<file path="src/rtl/rename_issue_unit_if.sv">
// rtl/rename_issue_unit_if.sv - decode-side and D/E-side handshake bundle for the rename/issue unit
interface rename_issue_unit_if #(
  parameter int WORD_SIZE       = 32,
  parameter int ROB_ENTRY_WIDTH = 3,
  parameter int REG_IDX_W       = 5
);
  logic                       in_valid;
  logic                       in_ready;
  logic [REG_IDX_W-1:0]       in_rs1;
  logic [REG_IDX_W-1:0]       in_rs2;
  logic [REG_IDX_W-1:0]       in_rd;
  logic                       in_uses_rs1;
  logic                       in_uses_rs2;
  logic                       in_writes_rd;
  logic                       out_valid;
  logic                       out_ready;
  logic [WORD_SIZE-1:0]       out_s1_data;
  logic [WORD_SIZE-1:0]       out_s2_data;
  logic [ROB_ENTRY_WIDTH-1:0] out_rob_id;
  logic [REG_IDX_W-1:0]       out_rd;

  modport master (
    output in_valid, in_rs1, in_rs2, in_rd, in_uses_rs1, in_uses_rs2, in_writes_rd, out_ready,
    input  in_ready, out_valid, out_s1_data, out_s2_data, out_rob_id, out_rd
  );

  modport slave (
    input  in_valid, in_rs1, in_rs2, in_rd, in_uses_rs1, in_uses_rs2, in_writes_rd, out_ready,
    output in_ready, out_valid, out_s1_data, out_s2_data, out_rob_id, out_rd
  );
endinterface

</file>
<file path="src/rtl/rename_issue_unit.sv">
// rtl/rename_issue_unit.sv - register alias table, operand forwarding and registered issue slot
module rename_issue_unit #(
  parameter int WORD_SIZE       = 32,
  parameter int ARCH_REGS       = 32,
  parameter int ROB_ENTRY_WIDTH = 3,
  parameter int NUM_BYPASS      = 6,
  parameter int REG_IDX_W       = $clog2(ARCH_REGS)
) (
  input  logic                                  clk,
  input  logic                                  rst,
  rename_issue_unit_if.slave                    bus,
  input  logic [WORD_SIZE-1:0]                  rf_s1_data,
  input  logic [WORD_SIZE-1:0]                  rf_s2_data,
  output logic [ROB_ENTRY_WIDTH-1:0]            rob_s1_id,
  output logic [ROB_ENTRY_WIDTH-1:0]            rob_s2_id,
  input  logic [WORD_SIZE-1:0]                  rob_s1_data,
  input  logic [WORD_SIZE-1:0]                  rob_s2_data,
  input  logic                                  rob_s1_valid,
  input  logic                                  rob_s2_valid,
  input  logic [ROB_ENTRY_WIDTH-1:0]            rob_alloc_id,
  input  logic                                  rob_full,
  output logic                                  rob_alloc,
  input  logic [NUM_BYPASS*WORD_SIZE-1:0]       bypass_data,
  input  logic [NUM_BYPASS*ROB_ENTRY_WIDTH-1:0] bypass_rob_id,
  input  logic [NUM_BYPASS-1:0]                 bypass_en,
  input  logic                                  commit,
  input  logic [REG_IDX_W-1:0]                  commit_rd,
  input  logic [ROB_ENTRY_WIDTH-1:0]            commit_rob_id,
  input  logic                                  flush,
  output logic [15:0]                           stall_cycles
);

  logic                       r_rat_valid [ARCH_REGS];
  logic [ROB_ENTRY_WIDTH-1:0] r_rat_id    [ARCH_REGS];

  logic                       r_out_valid;
  logic [WORD_SIZE-1:0]       r_out_s1;
  logic [WORD_SIZE-1:0]       r_out_s2;
  logic [ROB_ENTRY_WIDTH-1:0] r_out_rob_id;
  logic [REG_IDX_W-1:0]       r_out_rd;
  logic [15:0]                r_stall;

  logic                       w_s1_mapped;
  logic                       w_s2_mapped;
  logic [WORD_SIZE:0]         w_s1_res;
  logic [WORD_SIZE:0]         w_s2_res;
  logic                       w_fire;

  // Returns {ready, data}. Bypass is scanned high to low so the lowest-index
  // matching channel is the last writer and therefore wins.
  function automatic logic [WORD_SIZE:0] resolve(
    input logic                       uses,
    input logic                       mapped,
    input logic [ROB_ENTRY_WIDTH-1:0] id,
    input logic [WORD_SIZE-1:0]       rf_data,
    input logic [WORD_SIZE-1:0]       rob_data,
    input logic                       rob_valid
  );
    logic [WORD_SIZE:0] res;
    res = '0;
    if (!uses) begin
      res = {1'b1, {WORD_SIZE{1'b0}}};
    end else if (!mapped) begin
      res = {1'b1, rf_data};
    end else begin
      if (rob_valid) res = {1'b1, rob_data};
      for (int k = NUM_BYPASS - 1; k >= 0; k--) begin
        if (bypass_en[k] && (bypass_rob_id[k*ROB_ENTRY_WIDTH +: ROB_ENTRY_WIDTH] == id))
          res = {1'b1, bypass_data[k*WORD_SIZE +: WORD_SIZE]};
      end
    end
    return res;
  endfunction

  assign w_s1_mapped = (bus.in_rs1 != '0) && r_rat_valid[bus.in_rs1];
  assign w_s2_mapped = (bus.in_rs2 != '0) && r_rat_valid[bus.in_rs2];
  assign rob_s1_id   = w_s1_mapped ? r_rat_id[bus.in_rs1] : '0;
  assign rob_s2_id   = w_s2_mapped ? r_rat_id[bus.in_rs2] : '0;

  // Operand resolution for both sources against RF, bypass network and ROB
  always_comb begin
    w_s1_res = resolve(bus.in_uses_rs1, w_s1_mapped, rob_s1_id, rf_s1_data, rob_s1_data, rob_s1_valid);
    w_s2_res = resolve(bus.in_uses_rs2, w_s2_mapped, rob_s2_id, rf_s2_data, rob_s2_data, rob_s2_valid);
  end

  assign w_fire = bus.in_valid && w_s1_res[WORD_SIZE] && w_s2_res[WORD_SIZE]
                  && !(bus.in_writes_rd && rob_full)
                  && (!r_out_valid || bus.out_ready) && !flush;

  assign bus.in_ready    = w_fire;
  assign rob_alloc       = w_fire && bus.in_writes_rd;
  assign bus.out_valid   = r_out_valid;
  assign bus.out_s1_data = r_out_s1;
  assign bus.out_s2_data = r_out_s2;
  assign bus.out_rob_id  = r_out_rob_id;
  assign bus.out_rd      = r_out_rd;
  assign stall_cycles    = r_stall;

  // Output slot: load on fire, hold until accepted, drop on flush
  always_ff @(posedge clk or negedge rst) begin
    if (!rst) begin
      r_out_valid  <= 1'b0;
      r_out_s1     <= '0;
      r_out_s2     <= '0;
      r_out_rob_id <= '0;
      r_out_rd     <= '0;
    end else if (flush) begin
      r_out_valid <= 1'b0;
    end else if (w_fire) begin
      r_out_valid  <= 1'b1;
      r_out_s1     <= w_s1_res[WORD_SIZE-1:0];
      r_out_s2     <= w_s2_res[WORD_SIZE-1:0];
      r_out_rob_id <= bus.in_writes_rd ? rob_alloc_id : '0;
      r_out_rd     <= bus.in_rd;
    end else if (bus.out_ready) begin
      r_out_valid <= 1'b0;
    end
  end

  // RAT update: commit clears a matching mapping, a rename issued later in
  // the block overrides it when both hit the same register
  always_ff @(posedge clk or negedge rst) begin
    if (!rst) begin
      for (int i = 0; i < ARCH_REGS; i++) begin
        r_rat_valid[i] <= 1'b0;
        r_rat_id[i]    <= '0;
      end
    end else if (flush) begin
      for (int i = 0; i < ARCH_REGS; i++) r_rat_valid[i] <= 1'b0;
    end else begin
      if (commit && r_rat_valid[commit_rd] && (r_rat_id[commit_rd] == commit_rob_id))
        r_rat_valid[commit_rd] <= 1'b0;
      if (w_fire && bus.in_writes_rd && (bus.in_rd != '0)) begin
        r_rat_valid[bus.in_rd] <= 1'b1;
        r_rat_id[bus.in_rd]    <= rob_alloc_id;
      end
    end
  end

  // Saturating count of cycles an offered instruction was held back
  always_ff @(posedge clk or negedge rst) begin
    if (!rst) begin
      r_stall <= '0;
    end else if (bus.in_valid && !w_fire && !flush && (r_stall != 16'hFFFF)) begin
      r_stall <= r_stall + 16'd1;
    end
  end

endmodule

</file>
<file path="src/flat_wrapper.sv">
// flat-port wrapper written by rule: the top's interface ports become plain ports
module rename_issue_unit_flat 
#(
  parameter int WORD_SIZE       = 32,
  parameter int ARCH_REGS       = 32,
  parameter int ROB_ENTRY_WIDTH = 3,
  parameter int NUM_BYPASS      = 6,
  parameter int REG_IDX_W       = $clog2(ARCH_REGS)
)
  (clk, rst, rf_s1_data, rf_s2_data, rob_s1_id, rob_s2_id, rob_s1_data, rob_s2_data, rob_s1_valid, rob_s2_valid, rob_alloc_id, rob_full, rob_alloc, bypass_data, bypass_rob_id, bypass_en, commit, commit_rd, commit_rob_id, flush, stall_cycles, bus_in_valid, bus_in_rs1, bus_in_rs2, bus_in_rd, bus_in_uses_rs1, bus_in_uses_rs2, bus_in_writes_rd, bus_out_ready, bus_in_ready, bus_out_valid, bus_out_s1_data, bus_out_s2_data, bus_out_rob_id, bus_out_rd);
  rename_issue_unit_if #(.WORD_SIZE(WORD_SIZE), .ROB_ENTRY_WIDTH(ROB_ENTRY_WIDTH), .REG_IDX_W(REG_IDX_W)) bus_i ();
  input  logic clk;
  input  logic rst;
  input  logic [WORD_SIZE-1:0] rf_s1_data;
  input  logic [WORD_SIZE-1:0] rf_s2_data;
  output logic [ROB_ENTRY_WIDTH-1:0] rob_s1_id;
  output logic [ROB_ENTRY_WIDTH-1:0] rob_s2_id;
  input  logic [WORD_SIZE-1:0] rob_s1_data;
  input  logic [WORD_SIZE-1:0] rob_s2_data;
  input  logic rob_s1_valid;
  input  logic rob_s2_valid;
  input  logic [ROB_ENTRY_WIDTH-1:0] rob_alloc_id;
  input  logic rob_full;
  output logic rob_alloc;
  input  logic [NUM_BYPASS*WORD_SIZE-1:0] bypass_data;
  input  logic [NUM_BYPASS*ROB_ENTRY_WIDTH-1:0] bypass_rob_id;
  input  logic [NUM_BYPASS-1:0] bypass_en;
  input  logic commit;
  input  logic [REG_IDX_W-1:0] commit_rd;
  input  logic [ROB_ENTRY_WIDTH-1:0] commit_rob_id;
  input  logic flush;
  output logic [15:0] stall_cycles;
  input wire logic [$bits(bus_i.in_valid)-1:0] bus_in_valid;
  input wire logic [$bits(bus_i.in_rs1)-1:0] bus_in_rs1;
  input wire logic [$bits(bus_i.in_rs2)-1:0] bus_in_rs2;
  input wire logic [$bits(bus_i.in_rd)-1:0] bus_in_rd;
  input wire logic [$bits(bus_i.in_uses_rs1)-1:0] bus_in_uses_rs1;
  input wire logic [$bits(bus_i.in_uses_rs2)-1:0] bus_in_uses_rs2;
  input wire logic [$bits(bus_i.in_writes_rd)-1:0] bus_in_writes_rd;
  input wire logic [$bits(bus_i.out_ready)-1:0] bus_out_ready;
  output wire logic [$bits(bus_i.in_ready)-1:0] bus_in_ready;
  output wire logic [$bits(bus_i.out_valid)-1:0] bus_out_valid;
  output wire logic [$bits(bus_i.out_s1_data)-1:0] bus_out_s1_data;
  output wire logic [$bits(bus_i.out_s2_data)-1:0] bus_out_s2_data;
  output wire logic [$bits(bus_i.out_rob_id)-1:0] bus_out_rob_id;
  output wire logic [$bits(bus_i.out_rd)-1:0] bus_out_rd;
  assign bus_i.in_valid = bus_in_valid;
  assign bus_i.in_rs1 = bus_in_rs1;
  assign bus_i.in_rs2 = bus_in_rs2;
  assign bus_i.in_rd = bus_in_rd;
  assign bus_i.in_uses_rs1 = bus_in_uses_rs1;
  assign bus_i.in_uses_rs2 = bus_in_uses_rs2;
  assign bus_i.in_writes_rd = bus_in_writes_rd;
  assign bus_i.out_ready = bus_out_ready;
  assign bus_in_ready = bus_i.in_ready;
  assign bus_out_valid = bus_i.out_valid;
  assign bus_out_s1_data = bus_i.out_s1_data;
  assign bus_out_s2_data = bus_i.out_s2_data;
  assign bus_out_rob_id = bus_i.out_rob_id;
  assign bus_out_rd = bus_i.out_rd;
  rename_issue_unit #(.WORD_SIZE(WORD_SIZE), .ARCH_REGS(ARCH_REGS), .ROB_ENTRY_WIDTH(ROB_ENTRY_WIDTH), .NUM_BYPASS(NUM_BYPASS), .REG_IDX_W(REG_IDX_W)) u_core (.clk(clk), .rst(rst), .bus(bus_i), .rf_s1_data(rf_s1_data), .rf_s2_data(rf_s2_data), .rob_s1_id(rob_s1_id), .rob_s2_id(rob_s2_id), .rob_s1_data(rob_s1_data), .rob_s2_data(rob_s2_data), .rob_s1_valid(rob_s1_valid), .rob_s2_valid(rob_s2_valid), .rob_alloc_id(rob_alloc_id), .rob_full(rob_full), .rob_alloc(rob_alloc), .bypass_data(bypass_data), .bypass_rob_id(bypass_rob_id), .bypass_en(bypass_en), .commit(commit), .commit_rd(commit_rd), .commit_rob_id(commit_rob_id), .flush(flush), .stall_cycles(stall_cycles));
endmodule
</file>
<file path="config.mk">
export PLATFORM = sky130hd
export DESIGN_NAME = rename_issue_unit_flat
export DESIGN_NICKNAME = d
export VERILOG_FILES = /design/src/rtl/rename_issue_unit_if.sv /design/src/rtl/rename_issue_unit.sv /design/src/flat_wrapper.sv
export SDC_FILE = /design/constraint.sdc
export NUM_CORES = 1
export LEC_CHECK = 0
export BUFFER_PORTS_ARGS = -buffer_cell sky130_fd_sc_hd__buf_2
export CAP_MARGIN = 30
export CORE_AREA = 2 2 184 186
export CTS_CLUSTER_SIZE = 24
export DETAILED_ROUTE_END_ITERATION = 12
export DIE_AREA = 0 0 186 188
export GPL_TIMING_DRIVEN = 0
export PLACE_DENSITY_LB_ADDON = 0.05
export SLEW_MARGIN = 10
export SYNTH_ARGS = -nofsm -noshare
export SYNTH_HDL_FRONTEND = slang
export SYNTH_SLANG_ARGS = --single-unit
</file>
<file path="constraint.sdc">
create_clock -name clk -period 10.4 [get_ports clk]
set_clock_uncertainty 0.2 [all_clocks]
set_input_delay 0.52 -clock clk [delete_from_list [all_inputs] [get_ports clk]]
set_output_delay 0.52 -clock clk [all_outputs]
set_load 0.1 [all_outputs]
</file>
==> results of run 1 <==
[kinds of logic after synthesis]
group / after synthesis / share of synthesized area
compound gates: 543 / 0.234
xor+xnor: 34 / 0.0177
fa+ha+maj: 1 / 0.000742
buf+inv: 199 / 0.0494
flops: 217 / 0.322
mux: 211 / 0.195
simple gates: 648 / 0.181
[timing repair]
action / in CTS / in global routing
buffers inserted: 0 / 0
hold endpoints to repair: 48 / 0
resized for setup: 0 / 0
hold buffers: 4 / 0
[critical path: cells and delay by family]
family          cells  cell delay (ps)
buf+inv             8             3060
simple gates        5             1390
compound gates      5             1920
[path summary, 6_finish.rpt]
| path | endpoint | slack [ps] | cells past startpoint |
|---|---|---|---|
| max | rob_alloc | 2750 | 18 |
| min in group asynchronous | u_core.r_rat_id[75]$_DFFE_PN0P_ | 230 | 2 |
| max in group asynchronous | u_core.bus.out_s1_data[17]$_DFFE_PN0P_ | 8510 | 4 |
| min | u_core.r_rat_id[14]$_DFFE_PN0P_ | 20 | 2 |
| max reg2reg | u_core.r_rat_id[81]$_DFFE_PN0P_ | 4200 | 15 |
| min reg2reg | u_core.bus.out_rob_id[0]$_DFFE_PN0P_ | 280 | 2 |
[power breakdown]
part           leakage (µW)  switching [µW]  internal [µW]
registers           0.00294            89.7            931
clock network      0.000509             436            694
logic               0.00616             952            316
[routing by layer]
metal  part of all wire  GRT usage
met5             0.0013          0
met1               0.34      0.660
met2               0.40      0.708
met3               0.18      0.230
met4              0.072      0.302
[layout by cell type, fill, tap and decap left out, types with 10 or more instances in the layout]
master	count
nor2_1	154
mux2i_1	22
mux2_1	16
o21ai_1	17
o41ai_1	17
o2111ai_1	16
nand2_1	238
a211oi_1	49
a311oi_1	47
a22o_1	50
nor2b_1	23
a31oi_1	18
dfrtp_1	217
mux4_2	82
o211ai_1	33
xnor2_1	14
o22ai_1	47
and3_1	10
buf_2	495
o21ai_0	65
nand3_1	99
a21oi_1	56
nor3_1	11
diode_2	42
inv_1	22
a21boi_0	12
xor2_1	20
buf_1	23
o221ai_1	12
a22oi_1	46
mux2_2	88
clkbuf_16	27
nand4_1	32
clkbuf_1	117
[registers in the layout, indices dropped and copies added, names as in the netlist]
register / cells
u_core.bus.out_s1_data: 32
u_core.r_rat_valid: 32
u_core.bus.out_rd: 5
u_core.stall_cycles: 16
u_core.r_rat_id: 96
u_core.bus.out_valid: 1
u_core.bus.out_rob_id: 3
u_core.bus.out_s2_data: 32
[per-stage QoR]
step                      hold slack (ps)  area, µm²  total power [µW]
after global routing                 49.1      21100              3480
after CTS                            22.6      21000              3370
after global placement                251      19800              2240
after detailed placement              247      19900              2250
after floorplan                      24.4      16900              1860
final                                21.8      21100              3420
[cell type report]
type,instances,area [µm²],share of cell area
multi-input cells,1437,10600,0.503
flip-flops and latches,217,5430,0.258
repair buffers,481,2510,0.119
plain buffers,175,742,0.0352
clock buffers,30,707,0.0335
well taps,448,561,0.0266
clock inverters,20,335,0.0159
diodes,42,105,0.00499
inverters,24,90.1,0.00427
==> impl_metrics.json, run 1 <==
{
  "rr_startpoint": "u_core.r_rat_valid[27]$_DFF_PN0_",
  "layout-drive-gt1-share": 0.325,
  "dieArea_um2": 35000,
  "grt_pass1_wl_um": 129000,
  "hpwl_um": 71400,
  "cts_buffer_depth": 3,
  "async_flop_share": 1.00,
  "routabilityCongestion": 1.05,
  "vias": 20500,
  "crit_top_cell": "buf_2",
  "grt_pass1_vias": 19100,
  "fin_ws_ps": 2750,
  "synth_edf_count": 0,
  "hp-start": "rob_alloc_id[2]",
  "fin_crit_sh": 0.736,
  "core_area_um2": 33100,
  "ir_drop_uv": 315,
  "io_pins": 479,
  "tritoncts": "done",
  "clk_pin_slew_ps": 60,
  "crit_fanout": 10,
  "gr-total-overflow": 0,
  "clock_latency_ps": 590,
  "drtIter0Drc": 3496,
  "yosysMostFrequentCell": "nand2_1",
  "cts_max_level": 1,
  "postLayoutCoreUtil": 0.637,
  "arrival_ps": 6930,
  "track_usage": 0.513,
  "ys.flop_type": "dfrtp_1",
  "cp_slowest_cell": "o31ai_1",
  "synth_top_area_cell": "dfrtp_1",
  "place_ws_ps": 2920,
  "ys_types": 85,
  "setup_viol": 0,
  "cts_num_sinks": 217,
  "synth-seq-cells": 217,
  "critical-path-max-stage-delay_ps": 730,
  "synthTopCellsByCount": "238 x nand2_1, 217 x dfrtp_1, 154 x nor2_1",
  "die_w_um": 186,
  "syn2layout_area_growth_pct": 25.0,
  "p_per_area_nw_per_um2": 162,
  "critical_path.endpoint_type": "output port",
  "dp.cells": 2777,
  "drv_slew": 0,
  "rows": 67,
  "syn_avg_cell_area_um2": 9.10,
  "finalNonFillerCells": 2874,
  "crit_chain": "buf_2 > clkbuf_1 > clkbuf_1 > and3_1 > a21oi_1 > a31oi_1 > nand2_1 > o21a_1 > o211ai_2 > nand3_1 > o31ai_1 > or4_1 > buf_2 > buf_2 > buf_2 > buf_2 > nor2_1 > buf_2",
  "min_path_type": "primary input to flop",
  "critPathKind": "primary input to output port",
  "viasPerCell": 7.15,
  "antenna_found_initial": 51,
  "fmax_ghz": 0.131,
  "critPathLaunch": "bus_in_rs2[0]",
  "initial_core_util": 0.509,
  "worst_pin_slew_ps": 1030,
  "clock_tree.root_cell": "clkbuf_16",
  "synth_top_area_frac": 0.322,
  "syn_inst": 1853,
  "rsz0062_at_grt": "no",
  "seq_area_frac_synth": 0.322,
  "n_fill_cell": 2932,
  "fin_setup_tns_ps": 0,
  "ant_nets": 0,
  "cp.required_ps": 9680,
  "cap_violations": 0,
  "synth_nets": 2236,
  "nets": 2746,
  "hold_violations": 0,
  "synth_area_um2": 16900,
  "period_minus_slack_ps": 7650,
  "critPathLaunchType": "primary input",
  "yosysWarnings": 0,
  "synth.area.top_cells": "dfrtp_1 32%, mux4_2 11%, mux2_2 5.9%",
  "grt_max_degree": 92,
  "drc": 0,
  "routedWlPerCell_um": 32.0,
  "numCtsBuffers": 27,
  "io_buffers": 469,
  "drtPass1Iterations": 9,
  "die_y_um": 188,
  "status": "completed",
  "finalWirelength_um": 92000,
  "maxSlewHeadroom": 0.310,
  "leakagePower_uw": 0.00961
}
No activity file was read; power rests on OpenSTA's default activity.
==> run 2, diff against run 1 <==
--- a/config.mk
+++ b/config.mk
@@ -5,12 +5,13 @@
 export SDC_FILE = /design/constraint.sdc
 export NUM_CORES = 1
 export LEC_CHECK = 0
+export ABC_AREA = 1
 export BUFFER_PORTS_ARGS = -buffer_cell sky130_fd_sc_hd__buf_2
 export CAP_MARGIN = 30
-export CORE_AREA = 2 2 184 186
+export CORE_AREA = 2 2 192 213
 export CTS_CLUSTER_SIZE = 24
 export DETAILED_ROUTE_END_ITERATION = 12
-export DIE_AREA = 0 0 186 188
+export DIE_AREA = 0 0 194 215
 export GPL_TIMING_DRIVEN = 0
 export PLACE_DENSITY_LB_ADDON = 0.05
 export SLEW_MARGIN = 10
==> constraint.sdc (replaced) <==
create_clock -name clk -period 6.7 [get_ports clk]
set_clock_uncertainty 0.2 [all_clocks]
set_input_delay 0.335 -clock clk [delete_from_list [all_inputs] [get_ports clk]]
set_output_delay 0.335 -clock clk [all_outputs]
set_load 0.1 [all_outputs]
==> impl_metrics.json, run 2 <==
{
  "status": "completed",
  "hpwl_um": 84400,
  "io_pins": 479,
  "synth.area.top_cells": "dfrtp_1 28%, nand2_1 23%, nand3_1 18%",
  "antenna_found_initial": 49,
  "nets": 4419,
  "synth-seq-cells": 217,
  "synthTopCellsByCount": "1,215 x nand2_1, 717 x nand3_1, 375 x inv_1",
  "crit_buf_inv": 5,
  "synth_edf_count": 0,
  "fin_crit_sh": 0.889,
  "finalPower_uw": 5640,
  "synth_compound_area_frac": 0.101,
  "routabilityCongestion": 1.02,
  "cts_setup_buffers": 0,
  "critical-path-max-stage-delay_ps": 670,
  "routedWlPerCell_um": 23.5,
  "finalNonFillerCells": 4611,
  "cap_violations": 0,
  "drtPass1Iterations": 7,
  "synth_top_area_frac": 0.277,
  "place_ws_ps": 1400,
  "cts_max_level": 1,
  "yosysMostFrequentCell": "nand2_1",
  "cp_top_family": "simple AND/OR/NAND/NOR gates",
  "arrival_ps": 5420,
  "viasPerCell": 5.97,
  "ys.flop_type": "dfrtp_1",
  "worst_pin_slew_ps": 959,
  "grt_pass1_wl_um": 159000,
  "crit_chain": "inv_1 > nand2_1 > nand3_1 > nand3_1 > nand3_1 > nand2_1 > nand2_1 > nand2_2 > buf_4 > nand3_1 > nand2_1 > nor2_1 > nand2_1 > nand2_1 > nor2_1 > nand2_1 > nand4_2 > nor2_2 > buf_6 > buf_4 > buf_2",
  "synth_simple_gate_area_frac": 0.487,
  "syn_avg_cell_area_um2": 5.68,
  "gr-total-overflow": 0,
  "cts_hold_buffers": 71,
  "drtIter0Drc": 3114,
  "cts_buffer_depth": 3,
  "largest_register_ffs": 96,
  "die_w_um": 194,
  "rsz0062_at_grt": "no",
  "rows": 77,
  "min_path_type": "primary input to flop",
  "vias": 27500,
  "ir_drop_uv": 307,
  "drc": 0,
  "fmax_ghz": 0.168,
  "core_area_um2": 39700,
  "track_usage": 0.504,
  "initial_core_util": 0.495,
  "synth_nets": 3840,
  "crit_top_cell": "nand2_1",
  "synthAdderAreaFrac": 0.000637,
  "critPathKind": "flop to output port",
  "fin_ws_ps": 744,
  "leakagePower_uw": 0.0135,
  "wl_met1_um": 35000,
  "cp.required_ps": 6160,
  "largest_register": "u_core.r_rat_id",
  "die_y_um": 215,
  "final_common_cell": "nand2_1",
  "clock_tree.root_cell": "clkbuf_16",
  "routed.top_layer": "met5",
  "met2WireLength_um": 47900,
  "tritoncts": "done",
  "dieArea_um2": 41700,
  "grt_max_degree": 87,
  "syn_inst": 3457,
  "numCtsBuffers": 26,
  "cts_resized": 0,
  "wl_met3_um": 11800,
  "p_per_area_nw_per_um2": 230,
  "cp_slowest_cell": "nor2_1",
  "yosysWarnings": 0,
  "dp.cells": 4446,
  "critPathLaunchType": "flop",
  "io_buffers": 466,
  "layout-drive-gt1-share": 0.159,
  "synth_top_area_cell": "dfrtp_1",
  "fin_area_um2": 24500,
  "ant_nets": 0,
  "synth_area_um2": 19600,
  "setup_viol": 0,
  "syn2layout_area_growth_pct": 24.7,
  "hold_violations": 0,
  "maxSlewHeadroom": 0.356,
  "seq_area_frac_synth": 0.277,
  "async_flop_share": 1.00,
  "critical_path.endpoint_type": "output port",
  "synth_top_family_by_area": "simple AND/OR/NAND/NOR gates",
  "muxShareOfSynthArea": 0,
  "ys_types": 39,
  "clock_latency_ps": 590,
  "yosys.area_share.xor_xnor": 0.00758,
  "grt_pass1_vias": 26000,
  "period_minus_slack_ps": 5960,
  "dpl_cell_area_um2": 22700,
  "crit_fanout": 10,
  "finalWirelength_um": 108000,
  "cts_num_sinks": 217,
  "drv_slew": 0,
  "mostFrequentLayoutCells": "1,215 x nand2_1, 717 x nand3_1, 523 x buf_2, 375 x inv_1, 217 x dfrtp_1",
  "clk_pin_slew_ps": 60,
  "fin_setup_tns_ps": 0
}
## run 2: layer usage
metal  global-route usage  vias up
li1                     -    12300
met1                0.536    12400
met2                0.808     2074
met3                0.129      771
met4                0.489       20
met5                    0        -
## run 2: layout make-up
type                    instances  area [µm²]
fillers                      4015       15200
multi-input cells            2623       11700
flip-flops and latches        217        5430
repair buffers                551        3170
inverters                     390        1470
plain buffers                 227        1020
clock buffers                  28         668
well taps                     513         642
clock inverters                20         258
diodes                         42         105
## run 2: worst paths after layout
check | cells past startpoint | slack (ps) | endpoint | startpoint
worst max-delay path | 21 | 740 | bus_in_ready | u_core.r_rat_valid[30]$_DFF_PN0_
worst min-delay path | 5 | 9 | u_core.bus.out_s1_data[0]$_DFFE_PN0P_ | bypass_data[32]
worst max register to register | 24 | 1130 | u_core.bus.out_s2_data[29]$_DFFE_PN0P_ | u_core.r_rat_valid[30]$_DFF_PN0_
worst min register to register | 2 | 270 | u_core.bus.out_rd[1]$_DFFE_PN0P_ | u_core.bus.out_rd[1]$_DFFE_PN0P_
max in group asynchronous | 3 | 5270 | u_core.bus.out_s2_data[20]$_DFFE_PN0P_ | rst
min in group asynchronous | 2 | 130 | u_core.r_rat_id[94]$_DFFE_PN0P_ | rst
## run 2: tightest hold or removal path: cells and delay by family
| kind | cells | cell delay, ps |
|---|---|---|
| buf+inv | 2 | 130 |
| compound gates | 3 | 260 |
## run 2: cells by family after synthesis
| family | count (synthesis) |
|---|---|
| and+or+nand+nor | 2245 |
| buffers and inverters | 617 |
| AOI/OAI and AO/OA | 360 |
| xor gates and xnor gates | 17 |
| adders and majority gates | 1 |
| DFF | 217 |
## run 2: power by group
group	switching, µW	total (µW)	internal [µW]	leakage [µW]
logic	1920	2460	532	0.0102
registers	153	1610	1460	0.00292
clock network	650	1570	922	0.000453
## run 2: through the flow
stage	hold WS (ps)	util
finish	9.30	0.617
global route	28.3	0.616
CTS	3.37	0.614
detailed placement	179	0.572
global placement	242	0.570
floorplan	-161	-
